File: src/rtl/int_timer_pkg.sv
// Shared constants for the interrupt timer: register offsets, CTRL layout,
// mode encodings and the FSM state type.
package int_timer_pkg;

  localparam logic [1:0] ADDR_CTRL   = 2'd0;
  localparam logic [1:0] ADDR_PRESET = 2'd1;
  localparam logic [1:0] ADDR_COUNT  = 2'd2;

  localparam int CTRL_EN_BIT   = 0;
  localparam int CTRL_MODE_LSB = 1;
  localparam int CTRL_IM_BIT   = 3;

  localparam logic [1:0] MODE_ONESHOT = 2'd0;
  localparam logic [1:0] MODE_RELOAD  = 2'd1;

  typedef enum logic [1:0] {
    ST_IDLE,
    ST_LOAD,
    ST_CNT,
    ST_INT
  } state_t;

  function automatic logic [31:0] ctrl_word(input logic en, input logic [1:0] mode, input logic im);
    return {28'b0, im, mode, en};
  endfunction

endpackage

File: src/rtl/int_timer_if.sv
// Bus-side signals of the interrupt timer: register access plus the irq line.
interface int_timer_if;
  logic [1:0]  addr;
  logic        we;
  logic [3:0]  byteen;
  logic [31:0] din;
  logic [31:0] dout;
  logic        irq;

  modport master (output addr, we, byteen, din, input dout, irq);
  modport slave  (input addr, we, byteen, din, output dout, irq);
endinterface

File: src/rtl/int_timer_regs.sv
// CTRL and PRESET register file with byte-lane write merge.
// Byte enables are honoured only when TIMER_BYTEEN_EN is defined.
module int_timer_regs
  import int_timer_pkg::*;
#(
  parameter int CNT_W = 32
) (
  input  logic             clk,
  input  logic             reset,
  input  logic [1:0]       addr,
  input  logic             we,
  input  logic [3:0]       byteen,
  input  logic [31:0]      din,
  input  logic             clear_en,
  output logic             en,
  output logic [1:0]       mode,
  output logic             im,
  output logic [CNT_W-1:0] preset,
  output logic             ctrl_wr
);

  logic             en_reg;
  logic [1:0]       mode_reg;
  logic             im_reg;
  logic [CNT_W-1:0] preset_reg;
  logic             preset_wr;
  logic [3:0]       byte_mask;
  logic [3:0]       ctrl_merged;
  logic [31:0]      preset_word;
  logic [31:0]      preset_merged;

`ifdef TIMER_BYTEEN_EN
  assign byte_mask = byteen;
`else
  logic unused_byteen;
  assign unused_byteen = ^byteen;
  assign byte_mask     = 4'hF;
`endif

  assign ctrl_wr     = we && (addr == ADDR_CTRL);
  assign preset_wr   = we && (addr == ADDR_PRESET);
  assign preset_word = 32'(preset_reg);

  // All live CTRL bits sit in byte 0.
  assign ctrl_merged = byte_mask[0] ? din[3:0] : {im_reg, mode_reg, en_reg};

  genvar gi;
  generate
    for (gi = 0; gi < 4; gi++) begin : g_byte
      assign preset_merged[8*gi +: 8] = byte_mask[gi] ? din[8*gi +: 8] : preset_word[8*gi +: 8];
    end
  endgenerate

  always_ff @(posedge clk or posedge reset) begin
    if (reset) begin
      en_reg     <= 1'b0;
      mode_reg   <= MODE_ONESHOT;
      im_reg     <= 1'b0;
      preset_reg <= '0;
    end else begin
      // Software writes to CTRL override the one-shot auto-clear of En.
      if (ctrl_wr) begin
        en_reg   <= ctrl_merged[CTRL_EN_BIT];
        mode_reg <= ctrl_merged[CTRL_MODE_LSB +: 2];
        im_reg   <= ctrl_merged[CTRL_IM_BIT];
      end else if (clear_en) begin
        en_reg <= 1'b0;
      end
      if (preset_wr) begin
        preset_reg <= preset_merged[CNT_W-1:0];
      end
    end
  end

  assign en     = en_reg;
  assign mode   = mode_reg;
  assign im     = im_reg;
  assign preset = preset_reg;

endmodule

File: src/rtl/int_timer.sv
// Interrupt timer top: IDLE/LOAD/CNT/INT sequencer, down-counter, irq flag
// and read mux. Optional byte-lane writes are enabled by TIMER_BYTEEN_EN.
module int_timer
  import int_timer_pkg::*;
#(
  parameter int CNT_W = 32
) (
  input  logic     clk,
  input  logic     reset,
  int_timer_if.slave bus
);

  state_t           state_reg, state_next;
  logic [CNT_W-1:0] count_reg, count_next;
  logic             irq_flag_reg, irq_flag_next;
  logic             en, im, ctrl_wr, clear_en, int_hit;
  logic [1:0]       mode;
  logic [CNT_W-1:0] preset;

  int_timer_regs #(.CNT_W(CNT_W)) u_regs (
    .clk      (clk),
    .reset    (reset),
    .addr     (bus.addr),
    .we       (bus.we),
    .byteen   (bus.byteen),
    .din      (bus.din),
    .clear_en (clear_en),
    .en       (en),
    .mode     (mode),
    .im       (im),
    .preset   (preset),
    .ctrl_wr  (ctrl_wr)
  );

  always_ff @(posedge clk or posedge reset) begin
    if (reset) begin
      state_reg    <= ST_IDLE;
      count_reg    <= '0;
      irq_flag_reg <= 1'b0;
    end else begin
      state_reg    <= state_next;
      count_reg    <= count_next;
      irq_flag_reg <= irq_flag_next;
    end
  end

  always_comb begin
    state_next = state_reg;
    count_next = count_reg;
    clear_en   = 1'b0;
    int_hit    = 1'b0;
    case (state_reg)
      ST_IDLE: begin
        if (en) state_next = ST_LOAD;
      end
      ST_LOAD: begin
        count_next = preset;
        state_next = ST_CNT;
      end
      ST_CNT: begin
        if (!en) begin
          state_next = ST_IDLE;
        end else if (count_reg > CNT_W'(1)) begin
          count_next = count_reg - CNT_W'(1);
        end else begin
          count_next = '0;
          state_next = ST_INT;
        end
      end
      ST_INT: begin
        int_hit    = 1'b1;
        clear_en   = (mode != MODE_RELOAD);
        state_next = ST_IDLE;
      end
      default: state_next = ST_IDLE;
    endcase
  end

  // Reload mode turns the flag into a one-cycle pulse; other modes latch it.
  always_comb begin
    irq_flag_next = irq_flag_reg;
    if (ctrl_wr) begin
      irq_flag_next = 1'b0;
    end else if (int_hit) begin
      irq_flag_next = 1'b1;
    end else if (mode == MODE_RELOAD) begin
      irq_flag_next = 1'b0;
    end
  end

  always_comb begin
    bus.dout = '0;
    case (bus.addr)
      ADDR_CTRL:   bus.dout = ctrl_word(en, mode, im);
      ADDR_PRESET: bus.dout = 32'(preset);
      ADDR_COUNT:  bus.dout = 32'(count_reg);
      default:     bus.dout = '0;
    endcase
  end

  assign bus.irq = im & irq_flag_reg;

endmodule

File: src/flat_wrapper.sv
// flat-port wrapper written by rule: the top's interface ports become plain ports
module int_timer_flat import int_timer_pkg::*;
#(
  parameter int CNT_W = 32
)
  (clk, reset, bus_addr, bus_we, bus_byteen, bus_din, bus_dout, bus_irq);
  int_timer_if bus_i ();
  input  logic clk;
  input  logic reset;
  input wire logic [$bits(bus_i.addr)-1:0] bus_addr;
  input wire logic [$bits(bus_i.we)-1:0] bus_we;
  input wire logic [$bits(bus_i.byteen)-1:0] bus_byteen;
  input wire logic [$bits(bus_i.din)-1:0] bus_din;
  output wire logic [$bits(bus_i.dout)-1:0] bus_dout;
  output wire logic [$bits(bus_i.irq)-1:0] bus_irq;
  assign bus_i.addr = bus_addr;
  assign bus_i.we = bus_we;
  assign bus_i.byteen = bus_byteen;
  assign bus_i.din = bus_din;
  assign bus_dout = bus_i.dout;
  assign bus_irq = bus_i.irq;
  int_timer #(.CNT_W(CNT_W)) u_core (.clk(clk), .reset(reset), .bus(bus_i));
endmodule
File: config.mk
export PLATFORM = sky130hd
export DESIGN_NAME = int_timer_flat
export DESIGN_NICKNAME = d
export VERILOG_FILES = /design/src/rtl/int_timer_pkg.sv /design/src/rtl/int_timer_if.sv /design/src/rtl/int_timer_regs.sv /design/src/rtl/int_timer.sv /design/src/flat_wrapper.sv
export SDC_FILE = /design/constraint.sdc
export NUM_CORES = 1
export LEC_CHECK = 0
export CORE_MARGIN = 4
export CORE_UTILIZATION = 30
export DETAILED_ROUTE_END_ITERATION = 10
export GPL_TIMING_DRIVEN = 1
export PLACE_DENSITY_LB_ADDON = 0.05
export SYNTH_ARGS = -nofsm -noshare
export SYNTH_HDL_FRONTEND = slang
export SYNTH_SLANG_ARGS = --single-unit
File: constraint.sdc
create_clock -name clk -period 2.8 [get_ports clk]
set_clock_uncertainty 0.1 [all_clocks]
set_input_delay 0.28 -clock clk [delete_from_list [all_inputs] [get_ports clk]]
set_output_delay 0.28 -clock clk [all_outputs]
set_load 0.02 [all_outputs]
======== Word level (Yosys, flattened, before mapping) ========
Index checks and enable logic that the tools add are counted.
cells by class
  shift-type cells ........................ 0
  add/sub/neg operators ................... 1
  div/mod/pow operators ................... 0
  bitwise logic cells ..................... 1
  equal/unequal tests ..................... 10
  reduce and logical (&&, ||, !) cells .... 9
  multiplexer cells ....................... 15
  order comparisons ....................... 1
  multipliers ............................. 0
operators with widths
  cell                                                             number
  one-hot mux 32 bit (3 select lines)                              1
  2-to-1 mux 32 bit                                                2
  one-hot mux 32 bit (2 select lines)                              1
  greater-than comparator 32 x 1 -> 1 bit (second input constant)  1
  subtractor 32 x 1 -> 32 bit (second input constant)              1
  one-hot mux 2 bit (4 select lines)                               1
  2-to-1 mux 1 bit                                                 7
  == test 2 x 1 -> 1 bit (second input constant)                   3
  == test 2 bit (second input constant)                            3
  2-to-1 mux 2 bit                                                 3
  zero test 2 bit                                                  2
  inequality test 2 bit (second input constant)                    2
  AND reduction 2 bit                                              2
  nonzero test 2 bit                                               2
  inequality test 3 bit (second input constant)                    1
  nonzero test 3 bit                                               1
  logical AND 1 bit                                                2
  inequality test 2 x 1 -> 1 bit (second input constant)           1
  AND 1 bit                                                        1
storage, ports and cells
  logic and storage cells ................. 44
  flip-flop bits (word level) ............. 71
  output and inout port bits .............. 33
  memory bits (writable) .................. 0
  bits in read-only memories .............. 0
  bits in latches ......................... 0
  memories ................................ 0
  input bits .............................. 41

======== Depth between registers and ports, before layout ========
  depth in word-level cells ............... 4
  depth in mapped cells ................... 8
  mapped depth without buffers ............ 7

======== Hierarchy ========
A second synthesis with hierarchy kept.
unflattened totals
  cell total of the unflattened synthesis .. 386
  area, all modules ....................... 4098.9 um2
modules (own cells, without submodules)
  module          cells an instance  times used  sequential area each (um2)  area an instance (um2)
  int_timer       307                1           875.8                       2597.5
  int_timer_regs  79                 1           900.9                       1501.4

======== Worst setup path after synthesis ========
No wires, ideal clock.
  kind .................................... reg2reg
  from .................................... register u_core.count_reg[0]
  to ...................................... register u_core.count_reg[26]
  library setup time ...................... 0.124 ns
  path buffers ............................ 0
  stages on the path, launching flop included .. 8
  clock period less this slack ............ 2.194 ns
  path slack .............................. 0.606 ns
  data arrival time ....................... 1.970 ns
  data required time ...................... 2.576 ns
  cells stage by stage .................... dfrtp_1 inv_1 ha_1 nor3b_1 nand2_1 nor3_1 a21oi_1 a211o_1
between the ends
  cells in the longest elaborated chain, start to end .. 4
  elaborated cells between the ends (all ways) .. 5
  classes of those cells .................. 1 x add/sub; 1 x order compare; 3 x mux
ends and longest elaborated chain
  item                                                                                           RTL line                          RTL
  start: declaration                                                                             int_timer.sv:14                   logic [CNT_W-1:0] count_reg, count_next;
  start signal: assignment                                                                       int_timer.sv:42                   count_reg <= count_next;
  subtractor 32 x 1 -> 32 bit / greater-than comparator 32 x 1 -> 1 bit (equally long branches)  int_timer.sv:64, int_timer.sv:63
  2-to-1 mux 32 bit (*)                                                                          int_timer.sv:63                   end else if (count_reg > CNT_W'(1)) begin
  2-to-1 mux 32 bit (*)                                                                          int_timer.sv:61                   if (!en) begin
  one-hot mux 32 bit (2 select lines) (*)                                                        int_timer.sv:52                   case (state_reg)
Every way passes the cells marked *; elsewhere a longest branch is shown, timed or not. The select of a mux whose other input is x is not followed.
A chain may end at the register's enable or synchronous reset.

======== Worst setup path in the final report ========
  from .................................... input bus_addr[0]
  to ...................................... output bus_dout[30]
between the ends
  cells in the longest elaborated chain, start to end .. 2
  elaborated cells between the ends (all ways) .. 4
  classes of those cells .................. 2 x eq/ne; 1 x mux; 1 x reduce/logical
ends and longest elaborated chain
  item                                         RTL line            RTL
  start: declaration                           flat_wrapper.sv:10  input wire logic [$bits(bus_i.addr)-1:0] bus_addr;
  == test 2 bit, or another cell as far along  int_timer.sv:93     case (bus.addr)
  one-hot mux 32 bit (3 select lines) (*)      int_timer.sv:93
  end: declaration                             flat_wrapper.sv:14  output wire logic [$bits(bus_i.dout)-1:0] bus_dout;
Every way passes the cells marked *; elsewhere a longest branch is shown, timed or not.

==> flow_summary.toml <==
[global_routing]
gr-usage-met2 = 0.252
gr-total-overflow = 0
grt_pass1_vias = 3365
grt.met3_usage = 0.0507
antenna_found_initial = 0
grt-busiest-layer = "met2"
track_usage = 0.160
grtUsageMet1 = 0.214
grt_max_degree = 72
grt_pass1_wl_um = 18400

[drt]
viasPerCell = 5.30
avgRoutedWirePerCell_um = 18.2
wirelength_um = 11600
final_antenna_net_count = 0
firstDrtPassIters = 6
drtIter0Drc = 220
vias = 3389
remaining_drc_errors = 0

[worst_setup_path]
end_kind = "output port"
critPathMaxFanout = 13
slowest_stage = "clkdlybuf4s50_1"
critPathTopFamily = "buffers and inverters"
worstPathRequired_ns = 2.42
cp-start-kind = "input pin"
timing.critical_path.buf_inv = 3
max_stage_delay_ns = 0.60
critPathKind = "input pin to output port"
crit_chain = "clkdlybuf4s50_1 > nor2b_2 > buf_4 > a22o_1 > clkdlybuf4s50_1"
worst-path-stages = 5
crit_top_cell = "clkdlybuf4s50_1"
cp.arrival_ns = 2.18
reg2reg_depth = 5

[timing]
period_minus_slack_ns = 2.56
clock.fmax_mhz = 391
slew_violations = 0
hold_viol_final = 0
worst_pin_slew_ns = 0.542
fin_crit_sh = 0.914
setup_violations = 0
hold_ws_ns = 0.218
setup_tns_ns = 0
slew_headroom = 0.638
rsz0062_at_grt = "no"

[synthesis]
synth_seq_area_share = 0.449
synth_cell_types = 53
synth-seq-cells = 71
synth_area_leaders = "dfrtp_1, mux2_2, a22o_1, o21ai_0, mux2i_1"
avgSynthCellArea_um2 = 10.3
syn-num-nets = 428
yosys.area.top_type = "dfrtp_1"
syn_inst = 385
synth_ff_type = "dfrtp_1"
synth-async-reset-ratio = 1.00
ys_warn_count = 0
synth_top_area_frac = 0.449
syn_area_um2 = 3960
synth_edf_count = 0

[clock_network]
cts_root_buffer = "clkbuf_16"
hold_buffers = 0
post_cts_buffers = 0
clk-insertion-delay-late_ns = 0.34
cts_num_sinks = 71
cts_buffers = 9
clk_path_buf_depth = 2
htreeDepth = 3
clkTransAtPathRegs_ns = 0.06
cts_resized = 0
cts_tree = "built"

[placed_design]
port_buffers = 69
globalplace.congestion = 0.829
hpwl_um = 7690

[die]
num_rows = 41
die_w_um = 123
io-pin-count = 74
die_y_um = 123
coreArea_um2 = 12800
initial_core_util = 0.310
die_area_um2 = 15100

[power]
p_per_area_nw_per_um2 = 951
p_leak_uw = 0.00218
power.total_uw = 5050
max-vdd-ir-drop_v = 0.000340

[final_layout]
drive_gt1_frac = 0.184
antenna-diode-count = 0
area_delta_synth_final_pct = 34.2
final_nets = 505

[run_status]
status = "finished, final reports clean"

[run]
maxCapViolCount = 0

[min_path]
hp-class = "input pin to async pin"
==> through the flow <==
stage                     setup slack, ns  instances  cell area, um2  utilization
after floorplan                     0.606        385            3960            -
after detailed placement            0.251        623            4990        0.390
after CTS                           0.247        639            5310        0.416
final                               0.240        639            5310        0.416
after global routing                0.112        639            5310        0.416
after global placement              0.238        623            4990        0.390
==> path summary, 6_finish.rpt <==
kind,slack [ns],start,endpoint
setup / recovery,0.24,bus_addr[0],bus_dout[30]
min in group clk,0.43,bus_din[0],u_core.u_regs.en
hold reg to reg,0.43,u_core.u_regs.mode[0],u_core.u_regs.mode[0]
max in group asynchronous,2.00,reset,u_core.u_regs.preset[19]
setup reg to reg,0.27,u_core.count_reg[25],u_core.count_reg[4]
hold / removal,0.22,reset,u_core.u_regs.preset[3]
==> power breakdown <==
group	internal (uW)	switching, uW	leakage [uW]
sequential	1380	446	0.000859
combinational	942	1020	0.00116
clock	828	438	0.000160
==> cell usage in the layout, fill, tap and decap left out, types with 2 or more instances in the layout <==
cell / count
dfrtp_1: 71
clkdlybuf4s50_1: 69
o21ai_0: 37
mux2_2: 35
a22o_1: 34
nand2_1: 23
buf_4: 21
nor2_1: 17
nor3_1: 15
mux2i_1: 10
inv_1: 9
o2bb2ai_1: 9
clkbuf_16: 9
a21oi_1: 8
nand3_1: 8
nor4_1: 7
a32oi_1: 7
or3_1: 6
a22oi_1: 6
o31ai_1: 5
buf_12: 4
nand2b_1: 3
a221o_1: 3
nor2b_1: 2
nor4_2: 2
nor3b_1: 2
and3_1: 2
or4_1: 2
o41ai_1: 2
and2_1: 2
a211o_1: 2
a21o_1: 2
nor2b_2: 2
nand4_1: 2
ha_1: 2
bufinv_16: 2
clkbuf_1: 2
clkbuf_8: 2
==> logic make-up (layout without fill, tap and decap cells) <==
group / after synthesis / count (layout) / share of synthesized area
multiplexers: 45 / 45 / 0.125
AND/OR/NAND/NOR: 103 / 103 / 0.143
flip-flops: 71 / 71 / 0.449
AO/OA/AOI/OAI: 126 / 126 / 0.236
adder cells (fa/ha/maj): 2 / 2 / 0.00632
buffers and inverters: 38 / 120 / 0.0408
==> final cells by class <==
| type | instances | area [um2] |
|---|---|---|
| Timing Repair Buffer | 94 | 928 |
| Clock inverter | 3 | 65.1 |
| Clock buffer | 13 | 260 |
| Multi-Input combinational cell | 276 | 2030 |
| Tap cell | 172 | 215 |
| Fill cell | 1253 | 7460 |
| Sequential cell | 71 | 1780 |
| Inverter | 10 | 37.5 |
==> Yosys cell counts (6+ instances only) <==
cell,n
nor4_1,7
o2bb2ai_1,9
or3_1,6
mux2i_1,10
o21ai_0,37
nand2_1,23
a32oi_1,7
inv_1,10
clkbuf_1,18
a22oi_1,6
a21oi_1,8
nand3_1,8
a22o_1,34
nor3_1,15
nor2_1,18
dfrtp_1,71
mux2_2,35
==> metal layers <==
metal | wire [um] | up-vias
met5 | 0 | -
met3 | 642 | 8
met1 | 5400 | 1671
met2 | 5480 | 79
met4 | 106 | 0
li1 | - | 1631
==> worst reg2reg max path: cells and delay by family (launching register included) <==
family / cells / cell delay, ns
DFF: 1 / 0.42
AOI/OAI and AO/OA: 3 / 1.06
and+or+nand+nor: 2 / 0.84
(Power assumes the default switching activity.)
==> RTL change 1, RTL diff (same settings) <==
Build with the macro `TIMER_BYTEEN_EN` defined.
--- a/src/rtl/int_timer_regs.sv
+++ b/src/rtl/int_timer_regs.sv
@@ -1,5 +1,7 @@
 // CTRL and PRESET register file with byte-lane write merge.
 // Byte enables are honoured only when TIMER_BYTEEN_EN is defined.
+`define TIMER_BYTEEN_EN
+
 module int_timer_regs
   import int_timer_pkg::*;
 #(
Behaviour: not the same (a bounded check fails within 4 cycles, from zero or initial values and one cycle with reset high).
==> RTL change 1 against the unedited design <==
  * Wire length up 8.5%
  * First-iteration DRC count down 4.5%
  * Critical path depth up 2
  * Clock power down 19%
  * Sequential cell count unchanged
  * Sequential share of layout area down 0.27 points
  * Via count up 5.0%
  * Synthesized area up 3.1%
  * Fmax up 3.3%
  * Total power up 1.6%
  * Final area up 0.82%
  * Count of clock-buffer cells in the layout down 2
  * Worst setup slack better by 81 ps
  * Critical endpoint is now u_core.count_reg[20]$_DFFE_PP0P_
==> RTL change 1: results <==
set metrics [dict create \
    placed_cell_area_mm2 0.005102 \
    final_layout_size_suffix_gt1_frac 0.1830 \
    grt.total_usage 0.1675 \
    clk_pin_slew_ps 50 \
    fill_cells 1332 \
    insertion_delay_ps 340 \
    antenna_found_initial 1 \
    wirelength_um 12610 \
    total_leakage_power_nw 2.124 \
    dpl.cell_count 644 \
    worstPathArrival_ps 2580 \
    path_max_fanout 7 \
    vias_per_cell 5.419 \
    gp_congestion 0.8150 \
    status "complete, no violations" \
    worstMarginPinSlew_ps 602.2 \
    grt_pass1_vias 3756 \
    wl_per_cell_um 19.20 \
    synth_mux_area_frac 0.1036 \
    synth.distinct_cells 65 \
    firstDrtPassIters 4 \
    hpwl_um 8931 \
    finalNetCount 522 \
    grt_pass1_wl_um 20960 \
    synth_adder_area_share 0.006131 \
    synth-compound-area-share 0.2391 \
    first_iter_violations 210 \
    synth_top_cells_by_count "dfrtp_1, a22o_1, mux2_2, nand2_1, o21ai_0" \
    ys_seq_area_frac 0.4353 \
    worst_ir_drop_vdd_uv 339.3 \
    syn_area_per_cell_um2 10.23 \
    synthTopCellsByArea "dfrtp_1, mux2_2, a22o_1" \
    portBuffers 73 \
]
==> RTL change 1: area by class of cell <==
type	instances	area, um2	share of cell area
tap	176	220.2	0.04112
sequential	71	1777	0.3318
clock inverter	2	10.01	0.001869
multi-input combinational	287	2117	0.3953
clock buffer	11	242.7	0.04533
timing repair buffer	98	943.4	0.1762
inverter	12	45.04	0.008411
==> RTL change 1: cells by family (layout without fill, tap and decap cells) <==
logic type,count (synthesis),after routing
muxes,38,38
and+or+nand+nor,117,117
buffers and inverters,41,123
DFF,71,71
AOI/OAI and AO/OA,130,130
adders and majority gates,2,2
==> RTL change 1: report_power, final <==
| group | leakage, nW | total [mW] | switching [mW] | internal, mW |
|---|---|---|---|---|
| clock | 0.127 | 1.03 | 0.421 | 0.606 |
| combinational | 1.13 | 2.19 | 1.15 | 1.04 |
| sequential | 0.868 | 1.92 | 0.528 | 1.39 |
| total | 2.12 | 5.13 | 2.09 | 3.04 |
==> RTL change 1: final timing paths <==
| check | depth (start not counted) | to | start | slack (ps) |
|---|---|---|---|---|
| max | 7 | u_core.count_reg[20]$_DFFE_PP0P_ | u_core.count_reg[0]$_DFFE_PP0P_ | 320 |
| min | 3 | u_core.u_regs.preset[9]$_DFFE_PP0P_ | reset | 260 |
| max reg2reg | 7 | u_core.count_reg[20]$_DFFE_PP0P_ | u_core.count_reg[0]$_DFFE_PP0P_ | 320 |
| min reg2reg | 1 | u_core.irq_flag_reg$_DFFE_PP0P_ | u_core.irq_flag_reg$_DFFE_PP0P_ | 400 |
| max in group asynchronous | 3 | u_core.u_regs.preset[27]$_DFFE_PP0P_ | reset | 2040 |
| min in group clk | 1 | u_core.irq_flag_reg$_DFFE_PP0P_ | u_core.irq_flag_reg$_DFFE_PP0P_ | 400 |
==> RTL change 1: per-stage QoR <==
stage               setup WS [ps]  utilization
global placement            334.4       0.3838
CTS                         301.6       0.4028
finish                      321.4       0.4028
floorplan                   623.4            -
global route                194.4       0.4028
detailed placement          318.6       0.3838
==> RTL change 1: worst max-delay path, cell delays in order (launching register included) <==
cell and delay [ps]:
dfrtp_1 460, inv_1 110, ha_1 240, nor3b_2 380, nand2_1 290, or4_1 520
a21oi_1 170, o21ai_1 80
==> RTL change 1: routing by layer <==
| layer | share of wire | vias up | GRT usage | wire, um |
|---|---|---|---|---|
| li1 | - | 1700 | - | - |
| met1 | 0.48 | 1761 | 0.2337 | 6028 |
| met2 | 0.47 | 91 | 0.2608 | 5867 |
| met3 | 0.048 | 8 | 0.04331 | 601 |
| met4 | 0.0092 | 0 | 0.03933 | 116 |
| met5 | 0 | - | 0 | 0 |
==> RTL change 2, RTL diff (config.mk and constraints unchanged) <==
Made on the original files. Put a register stage on the output `bus.irq`. The value now appears one clock later.
--- a/src/rtl/int_timer.sv
+++ b/src/rtl/int_timer.sv
@@ -98,7 +98,9 @@
     endcase
   end
 
-  assign bus.irq = im & irq_flag_reg;
+  always_ff @(posedge clk) begin
+    bus.irq <= im & irq_flag_reg;
+  end
 
 endmodule
 
Function: changed (Yosys sat finds a counterexample within 10 cycles, from zero or initial values and one cycle with reset high).
==> RTL change 2 against the unedited design <==
  * Count of clock-buffer cells in the layout up 1
  * Worst setup slack better by 44 ps
  * Synthesized area increased by 2.7%
  * Wire length grew 3.3%
  * Worst hold slack better by 24 ps
  * Total power decreased by 1.0%
  * First-iteration DRC count shrank 20%
  * Non-clock buffer count up 7
  * Via count up 4.0%
  * Final area rose by 1.1%
  * Sequential cell count rose by 1
  * Largest power group unchanged
==> RTL change 2: results <==
set metrics [dict create \
    synth_edf_count 0 \
    slowest_delay_ps 440 \
    portBuffers 69 \
    clk_pin_slew_ps 60 \
    synthFlopType "dfrtp_1" \
    dp_slack_ps 269.3 \
    met2_usage 0.2573 \
    total_leakage_power_nw 2.148 \
    grt_util_met1 0.2162 \
    gp_congestion 0.8304 \
    diodes 0 \
    hpwl_um 8055 \
    grt_pass1_vias 3763 \
    slew-limit-headroom 0.5028 \
    worst_ir_drop_vdd_uv 342.3 \
    path_delay_family "compound AO/OA/AOI/OAI gates" \
    firstDrtPassIters 4 \
    insertion_delay_ps 340 \
    slowest_stage "a41oi_2" \
    path_max_fanout 6 \
    vias_per_cell 5.370 \
    p_int_mw 3.027 \
    placed_cell_area_mm2 0.005119 \
    finalNetCount 519 \
    cts.path.max_buffers 2 \
    first_iter_violations 176 \
    ys_seq_area_frac 0.4420 \
    final_layout_size_suffix_gt1_frac 0.1979 \
    met3_usage 0.03087 \
    synth_top_cells_by_count "dfrtp_1, mux2_2, a22o_1, nand2_1, clkbuf_1" \
    grt_pass1_wl_um 20270 \
    synthTopCellsByArea "dfrtp_1, mux2_2, a22o_1" \
    cts_root_buf "clkbuf_16" \
    grt.total_usage 0.1616 \
    worstPathArrival_ps 2620 \
    yosys_warnings 0 \
    syn_nets 441 \
    status "complete, no violations" \
    synth.distinct_cells 57 \
    post_cts_resized 0 \
    h-tree-depth 3 \
    wirelength_um 12010 \
    async_flop_share 0.9861 \
    hold_class "primary input to async pin" \
    antenna_found_initial 0 \
]
==> RTL change 2: cell count changes in the layout (fill, tap and decap cells not counted), sizes merged, moves of 5 or more <==
cell,change
mux2i,-5
or4,+6
o2bb2ai,-7
buf,+7
nand2,+9
o21ai,-12
a221o,+9
==> RTL change 2: path summary, 6_finish.rpt <==
| check | cells past startpoint | start | slack (ps) | endpoint |
|---|---|---|---|---|
| min reg2reg | 1 | u_core.irq_flag_reg$_DFFE_PP0P_ | 390 | u_core.bus.irq$_DFF_P_ |
| min | 3 | reset | 240 | u_core.u_regs.preset[23]$_DFFE_PP0P_ |
| max | 9 | u_core.count_reg[1]$_DFFE_PP0P_ | 280 | u_core.count_reg[30]$_DFFE_PP0P_ |
| max reg2reg | 9 | u_core.count_reg[1]$_DFFE_PP0P_ | 280 | u_core.count_reg[30]$_DFFE_PP0P_ |
| max in group asynchronous | 3 | reset | 2020 | u_core.count_reg[3]$_DFFE_PP0P_ |
| min in group clk | 1 | u_core.irq_flag_reg$_DFFE_PP0P_ | 390 | u_core.bus.irq$_DFF_P_ |
==> RTL change 2: power groups by stage <==
stage	registers, mW	clock network (mW)	logic, mW
after CTS	1.80	1.06	2.20
after global routing	1.86	1.10	2.42
after detailed placement	1.81	0	2.19
after floorplan	1.67	0	1.49
final	1.80	1.02	2.18
after global placement	1.81	0	2.16
==> RTL change 2: area by class of cell <==
type	count	area [um2]
clock buffer	14	244.0
clock inverter	1	5.005
fill	1318	7875
inverter	9	33.78
multi-input combinational	283	2074
sequential	72	1797
tap	176	220.2
timing repair buffer	101	993.5
==> RTL change 2: metal layers <==
layer  up-vias  part of all wire
met2        75              0.47
met1      1750              0.48
met5         -                 0
met3        15             0.031
li1       1683                 -
met4         0             0.018
==> RTL change 2: cell families (layout without fill, tap and decap cells) <==
kind of cell / after synthesis / after routing / share of synthesized area
fa+ha+maj: 2 / 2 / 0.006155
buf+inv: 43 / 125 / 0.04986
simple gates: 122 / 122 / 0.1705
compound gates: 119 / 119 / 0.2222
mux: 40 / 40 / 0.1093
flops: 72 / 72 / 0.4420
==> RTL change 2: worst register-to-register path, cell delays in order, from the launching register on <==
cell	delay [ps]
dfrtp_1	430
inv_1	110
ha_1	250
nor2_1	120
nor4_1	60
buf_4	170
a41oi_2	440
buf_4	240
nand2_1	90
o311ai_0	380
==> RTL change 2: stage by stage <==
| stage | power, mW | utilization | std cells |
|---|---|---|---|
| final | 5.000 | 0.4053 | 656 |
| after global routing | 5.386 | 0.4053 | 656 |
| after detailed placement | 4.008 | 0.3865 | 641 |
| after floorplan | 3.168 | - | 398 |
| after CTS | 5.063 | 0.4053 | 656 |
| after global placement | 3.973 | 0.3865 | 641 |
